--- config.mk ---
export PLATFORM = sky130hd
export DESIGN_NAME = cic_decimator_mc
export DESIGN_NICKNAME = d
export VERILOG_FILES = /design/src/rtl/cic_decimator_mc.sv
export SDC_FILE = /design/constraint.sdc
export NUM_CORES = 2
export LEC_CHECK = 0
export ABC_AREA = 1
export CORE_UTILIZATION = 53
export CTS_BUF_LIST = sky130_fd_sc_hd__clkbuf_4 sky130_fd_sc_hd__clkbuf_8
export CTS_CLUSTER_DIAMETER = 150
export DETAILED_ROUTE_END_ITERATION = 12
export GPL_TIMING_DRIVEN = 0
export PLACE_DENSITY = 0.75
export SYNTH_ARGS = -nofsm -noshare
export SYNTH_HDL_FRONTEND = slang
export SYNTH_SLANG_ARGS = --single-unit
--- constraint.sdc ---
create_clock -name clk -period 12.1 [get_ports clk]
set_clock_uncertainty 0.1 [all_clocks]
set_input_delay 2.42 -clock clk [delete_from_list [all_inputs] [get_ports clk]]
set_output_delay 2.42 -clock clk [all_outputs]
set_load 0.005 [all_outputs]
--- src/rtl/cic_decimator_mc.sv ---
// Multi-channel CIC decimator: parallel per-channel integrators, one time-shared comb
// engine, and a serialized channel output stream with valid/ready backpressure.
module cic_decimator_mc #(
  parameter int N_CH          = 4,
  parameter int INPUT_WIDTH   = 24,
  parameter int OUTPUT_WIDTH  = 16,
  parameter int M_STAGES      = 3,
  parameter int R_MAX         = 256,
  parameter int R_DEFAULT     = 192,
  parameter int SHIFT_DEFAULT = 23
) (
  input  logic                                                    clk,
  input  logic                                                    rst_n,
  input  logic [N_CH*INPUT_WIDTH-1:0]                             x_in,
  input  logic                                                    x_valid,
  input  logic                                                    cfg_load,
  input  logic [$clog2(R_MAX):0]                                  cfg_r,
  input  logic [$clog2(INPUT_WIDTH+M_STAGES*$clog2(R_MAX))-1:0]   cfg_shift,
  output logic signed [OUTPUT_WIDTH-1:0]                          y_out,
  output logic [((N_CH > 1) ? $clog2(N_CH) : 1)-1:0]              y_ch,
  output logic                                                    y_valid,
  output logic                                                    y_last,
  input  logic                                                    y_ready,
  output logic                                                    overrun,
  output logic                                                    cfg_err
);

  localparam int W    = INPUT_WIDTH + M_STAGES*$clog2(R_MAX);
  localparam int RW   = $clog2(R_MAX) + 1;
  localparam int SW   = $clog2(W);
  localparam int CW   = (N_CH > 1) ? $clog2(N_CH) : 1;
  localparam int DROP = INPUT_WIDTH - OUTPUT_WIDTH;
  localparam int OW   = OUTPUT_WIDTH;

  logic signed [W-1:0] integ_q [N_CH][M_STAGES];
  logic signed [W-1:0] integ_d [N_CH][M_STAGES];
  logic signed [W-1:0] dly_q   [N_CH][M_STAGES];
  logic signed [W-1:0] dly_d   [N_CH][M_STAGES];
  logic signed [W-1:0] snap_q  [N_CH];
  logic signed [W-1:0] snap_d  [N_CH];

  logic [RW-1:0]        cnt_q, cnt_d, r_q, r_d;
  logic [SW-1:0]        shift_q, shift_d;
  logic                 event_q, event_d;
  logic                 pending_q, pending_d;
  logic [CW-1:0]        ch_q, ch_d;
  logic signed [OW-1:0] y_out_q, y_out_d;
  logic [CW-1:0]        y_ch_q, y_ch_d;
  logic                 y_valid_q, y_valid_d;
  logic                 y_last_q, y_last_d;
  logic                 overrun_q, overrun_d;
  logic                 cfg_err_q, cfg_err_d;

  logic                 cfg_ok;
  logic                 fire;
  logic signed [W-1:0]  comb_tap [M_STAGES];
  logic signed [W-1:0]  scaled;
  logic signed [OW-1:0] y_sat;

  assign cfg_ok = cfg_load && (cfg_r >= RW'(2)) && (cfg_r <= RW'(R_MAX)) &&
                  (cfg_r >= RW'(N_CH + 3));
  assign fire   = pending_q && (!y_valid_q || y_ready);

  // Comb chain for the channel currently selected; taps become the new delays.
  always_comb begin
    logic signed [W-1:0] acc;
    acc = snap_q[ch_q];
    for (int k = 0; k < M_STAGES; k++) begin
      comb_tap[k] = acc;
      acc         = acc - dly_q[ch_q][k];
    end
    scaled = (acc >>> shift_q) >>> DROP;
    if ((scaled[W-1:OW-1] == '0) || (scaled[W-1:OW-1] == '1)) begin
      y_sat = scaled[OW-1:0];
    end else begin
      y_sat = scaled[W-1] ? {1'b1, {(OW-1){1'b0}}} : {1'b0, {(OW-1){1'b1}}};
    end
  end

  always_comb begin
    integ_d   = integ_q;
    dly_d     = dly_q;
    snap_d    = snap_q;
    cnt_d     = cnt_q;
    r_d       = r_q;
    shift_d   = shift_q;
    event_d   = 1'b0;
    pending_d = pending_q;
    ch_d      = ch_q;
    y_out_d   = y_out_q;
    y_ch_d    = y_ch_q;
    y_valid_d = y_valid_q;
    y_last_d  = y_last_q;
    overrun_d = overrun_q;
    cfg_err_d = 1'b0;

    if (cfg_ok) begin
      for (int c = 0; c < N_CH; c++) begin
        snap_d[c] = '0;
        for (int k = 0; k < M_STAGES; k++) begin
          integ_d[c][k] = '0;
          dly_d[c][k]   = '0;
        end
      end
      cnt_d     = '0;
      pending_d = 1'b0;
      ch_d      = '0;
      y_valid_d = 1'b0;
      overrun_d = 1'b0;
      r_d       = cfg_r;
      shift_d   = cfg_shift;
    end else begin
      cfg_err_d = cfg_load;

      if (x_valid) begin
        for (int c = 0; c < N_CH; c++) begin
          integ_d[c][0] = integ_q[c][0] +
            {{(W-INPUT_WIDTH){x_in[c*INPUT_WIDTH+INPUT_WIDTH-1]}},
             x_in[c*INPUT_WIDTH +: INPUT_WIDTH]};
          for (int k = 1; k < M_STAGES; k++) begin
            integ_d[c][k] = integ_q[c][k] + integ_q[c][k-1];
          end
        end
        if (cnt_q == r_q - RW'(1)) begin
          cnt_d   = '0;
          event_d = 1'b1;
        end else begin
          cnt_d = cnt_q + RW'(1);
        end
      end

      // A frame arriving while the previous one is still in the comb engine is dropped.
      if (event_q) begin
        if (!pending_q) begin
          for (int c = 0; c < N_CH; c++) begin
            snap_d[c] = integ_q[c][M_STAGES-1];
          end
          pending_d = 1'b1;
        end else begin
          overrun_d = 1'b1;
        end
      end

      if (fire) begin
        for (int k = 0; k < M_STAGES; k++) begin
          dly_d[ch_q][k] = comb_tap[k];
        end
        y_out_d   = y_sat;
        y_ch_d    = ch_q;
        y_last_d  = (ch_q == CW'(N_CH - 1));
        y_valid_d = 1'b1;
        if (ch_q == CW'(N_CH - 1)) begin
          ch_d      = '0;
          pending_d = 1'b0;
        end else begin
          ch_d = ch_q + CW'(1);
        end
      end else if (y_valid_q && y_ready) begin
        y_valid_d = 1'b0;
      end
    end
  end

  always_ff @(posedge clk or negedge rst_n) begin
    if (!rst_n) begin
      for (int c = 0; c < N_CH; c++) begin
        snap_q[c] <= '0;
        for (int k = 0; k < M_STAGES; k++) begin
          integ_q[c][k] <= '0;
          dly_q[c][k]   <= '0;
        end
      end
      cnt_q     <= '0;
      r_q       <= RW'(R_DEFAULT);
      shift_q   <= SW'(SHIFT_DEFAULT);
      event_q   <= 1'b0;
      pending_q <= 1'b0;
      ch_q      <= '0;
      y_out_q   <= '0;
      y_ch_q    <= '0;
      y_valid_q <= 1'b0;
      y_last_q  <= 1'b0;
      overrun_q <= 1'b0;
      cfg_err_q <= 1'b0;
    end else begin
      integ_q   <= integ_d;
      dly_q     <= dly_d;
      snap_q    <= snap_d;
      cnt_q     <= cnt_d;
      r_q       <= r_d;
      shift_q   <= shift_d;
      event_q   <= event_d;
      pending_q <= pending_d;
      ch_q      <= ch_d;
      y_out_q   <= y_out_d;
      y_ch_q    <= y_ch_d;
      y_valid_q <= y_valid_d;
      y_last_q  <= y_last_d;
      overrun_q <= overrun_d;
      cfg_err_q <= cfg_err_d;
    end
  end

  assign y_out   = y_out_q;
  assign y_ch    = y_ch_q;
  assign y_valid = y_valid_q;
  assign y_last  = y_last_q;
  assign overrun = overrun_q;
  assign cfg_err = cfg_err_q;

endmodule

==> results.py <==
metrics = {
    "status": {
        "outcome": "finished, violations left",
        "failed_checks": "max-capacitance violations",
    },
    "routing": {
        "routed.top_layer": "met5",
        "routed_wl_mm": 346.4,
        "drc": 0,
        "m1WireLength_mm": 137.2,
        "wl_per_cell_um": 21.72,
        "first_pass_iters": 7,
        "dr_wl_met3_mm": 29.36,
        "drt_iter0_markers": 9213,
        "viasPerCell": 5.957,
        "dr_wl_met2_mm": 157.2,
        "via_count": 95010,
        "antenna_left": 0,
    },
    "clocking": {
        "clock_latency_ns": 1.05,
        "cts_hold_buf": 0,
        "cts.sinks": 1394,
        "cts_buffers": 234,
        "cts_root_buf": "clkbuf_8",
        "cts_buffer_depth": 3,
        "clkTransAtPathRegs_ns": 0.06,
        "htreeDepth": 4,
        "cts_tree": "built",
    },
    "synth": {
        "syn-num-nets": 13870,
        "synth-edff-count": 0,
        "synth_top_family_by_area": "compound AO/OA/AOI/OAI gates",
        "yosysUniqueCellTypes": 68,
        "synth.top_cell.area_share": 0.3659,
        "synth_compound_area_frac": 0.2327,
        "syn_area_um2": 94920,
        "ys_seq_area_frac": 0.3676,
        "synth-seq-cells": 1394,
        "netlist_instances": 13030,
        "synthSimpleGateAreaFrac": 0.2027,
        "yosysWarnings": 0,
        "synth_fa_ha_area_frac": 0.09654,
        "muxShareOfSynthArea": 0.0004218,
        "async_flop_share": 1.000,
        "syn_area_per_cell_um2": 7.288,
        "synth_flop_cell": "dfrtp_1",
        "synthXorXnorAreaFrac": 0.02834,
        "yosysTopAreaCell": "dfrtp_1",
        "synth_area_leaders": "dfrtp_1 37%, nand2_1 13%, ha_1 9.4%, o21ai_0 8.1%, a21oi_1 7.6%",
    },
    "die": {
        "pin_count": 138,
        "coreArea_um2": 177100,
        "die_w_um": 425.2,
        "die_h_um": 425.2,
        "start_util": 0.5360,
        "die_area_um2": 180800,
        "core.rowCount": 154,
    },
    "worst_setup_path": {
        "path_delay_family": "compound AO/OA/AOI/OAI gates",
        "critPathBufInv": 15,
        "start_kind": "flip-flop",
        "cp_slowest_cell": "buf_1",
        "end_kind": "flip-flop",
        "worstPathRequired_ns": 12.98,
        "cpMostUsedCell": "nand2_1",
        "crit_path_start": "ch_q[0]",
        "path_depth": 64,
        "cp-endpoint": "y_out[7]",
        "cp_max_fo": 10,
        "rrSetupSlack_ns": 0.64,
        "r2r_end": "y_out[7]",
        "crit_type": "flip-flop to flip-flop",
        "regToRegStartpoint": "ch_q[0]",
        "arrival_ns": 12.34,
        "rr_worst_depth": 64,
        "cp_slowest_stage_delay_ns": 0.49,
    },
    "hold_path": {
        "hold_class": "flip-flop to flip-flop",
    },
    "finish": {
        "fin_cells": 15950,
        "area_growth_pct": 10.91,
        "fillCellCount": 16500,
        "drive_gt1_frac": 0.05014,
        "fin_nets": 14250,
    },
    "job": {
        "drv_cap": 1,
    },
    "place": {
        "portBuffers": 137,
        "dp_hpwl_mm": 269.8,
        "place_inst": 15510,
        "gp_congestion": 1.055,
        "dp_slack_ns": -1.903,
    },
    "sta": {
        "period_minus_slack_ns": 11.46,
        "slew_headroom": 0.001344,
        "report.final.slew_viol_count": 0,
        "layout_setup_ws_ns": 0.6385,
        "finalHoldViolCount": 0,
        "fmax_ghz": 0.08725,
        "setup_viol": 0,
        "timing.setup.tns_ns": 0,
        "worst_pin_slew_ns": 1.498,
        "timing.final.crit_share": 0.9472,
    },
    "global_route": {
        "gr-total-overflow": 0,
        "grt_pass1_vias": 91080,
        "track_usage": 0.3754,
        "antenna_found_initial": 12,
        "grt_pass1_wl_mm": 526.5,
        "grt_max_degree": 177,
    },
}
[worst min path at each step]
stage / to / slack (ns) / cells after the start / from
after detailed placement: y_out[3] / 0.36 / 2 / y_out[3]
after floorplan: dly_q[236] / 0.34 / 2 / dly_q[236]
after CTS: dly_q[168] / 0.38 / 2 / dly_q[168]
after global routing: dly_q[311] / 0.40 / 2 / dly_q[311]
after global placement: dly_q[161] / 0.36 / 2 / dly_q[161]
final: y_last / 0.38 / 2 / y_last
[repair_timing]
action,CTS,global route
endpoints found under the setup margin,16,15
gates resized for setup,31,79
setup buffers,1,5
pin swaps,1,4
[logic make-up (layout without fill, tap and decap cells)]
logic type / Yosys count / after routing
other: 0 / 8
XOR/XNOR: 305 / 305
AND/OR/NAND/NOR: 4832 / 4832
multiplexers: 4 / 4
AO/OA/AOI/OAI: 3979 / 3979
adder cells (fa/ha/maj): 724 / 724
flip-flops: 1394 / 1394
buffers and inverters: 1787 / 2363
[synthesized netlist by cell type, types with 119 or more instances]
cell      count
xor2_1      177
nand2_1    3311
xnor2_1     127
clkbuf_1    458
dfrtp_1    1388
o21ai_0    1531
o22ai_1     281
a21oi_1    1437
nor2_1      927
a31oi_1     134
ha_1        710
nand3_1     372
o31ai_1     119
inv_1      1248
[worst reg2reg max path, delay by kind of cell (launching register included)]
kind	cells	cell delay [ns]
compound gates	16	3.20
simple gates	28	3.14
buf+inv	15	2.70
fa+ha+maj	3	1.22
xor+xnor	2	0.66
flops	1	0.38
[final cells by class]
cell class | count | area, µm² | share of cell area
Sequential cell | 1394 | 34890 | 0.3314
Clock buffer | 373 | 4740 | 0.04502
Inverter | 1270 | 4777 | 0.04538
Timing Repair Buffer | 152 | 1669 | 0.01585
Antenna cell | 8 | 20.02 | 0.0001902
Multi-Input combinational cell | 9844 | 53520 | 0.5084
Buffer | 516 | 2098 | 0.01993
Tap cell | 2340 | 2928 | 0.02781
Clock inverter | 52 | 635.6 | 0.006037
[layout by cell type, fill, tap and decap left out, types with 45 or more instances in the layout]
master,Yosys,final
nand2_1,3311,3311
o21ai_0,1531,1526
a21oi_1,1437,1427
dfrtp_1,1388,1387
inv_1,1248,1248
nor2_1,927,926
ha_1,710,706
clkbuf_1,458,433
nand3_1,372,371
clkbuf_8,0,310
o22ai_1,281,281
xor2_1,177,165
clkdlybuf4s50_1,0,136
a31oi_1,134,134
xnor2_1,127,124
o31ai_1,119,118
or2_2,81,81
o21a_1,74,74
clkbuf_4,1,66
o21ai_1,62,65
a32o_1,62,62
a21boi_0,55,54
a32oi_1,48,45
a22o_1,45,45
[flip-flops by register name, summed over array words and instances, names as in the netlist, 2 cells and up]
register	cells
shift_q	6
dly_q	576
y_ch	2
snap_q	192
integ_q	576
cnt_q	9
y_out	16
ch_q	2
r_q	9
[per-stage QoR]
| stage | hold slack (ns) | utilization | instance area [µm²] |
|---|---|---|---|
| after floorplan | 0.3442 | - | 94920 |
| after global placement | 0.3601 | 0.5603 | 99220 |
| after detailed placement | 0.3648 | 0.5618 | 99480 |
| after CTS | 0.3823 | 0.5929 | 105000 |
| after global routing | 0.3969 | 0.5945 | 105300 |
| final | 0.3790 | 0.5945 | 105300 |
[metal layers]
layer  vias to the layer above  GRT usage
li1                      44890          -
met1                     44930     0.4726
met2                      4229     0.6048
met3                       959    0.06642
met4                         4     0.2195
met5                         -          0
Power is not shown: default switching activity piles up to over one toggle a cycle in this logic, so the estimate is an artifact.
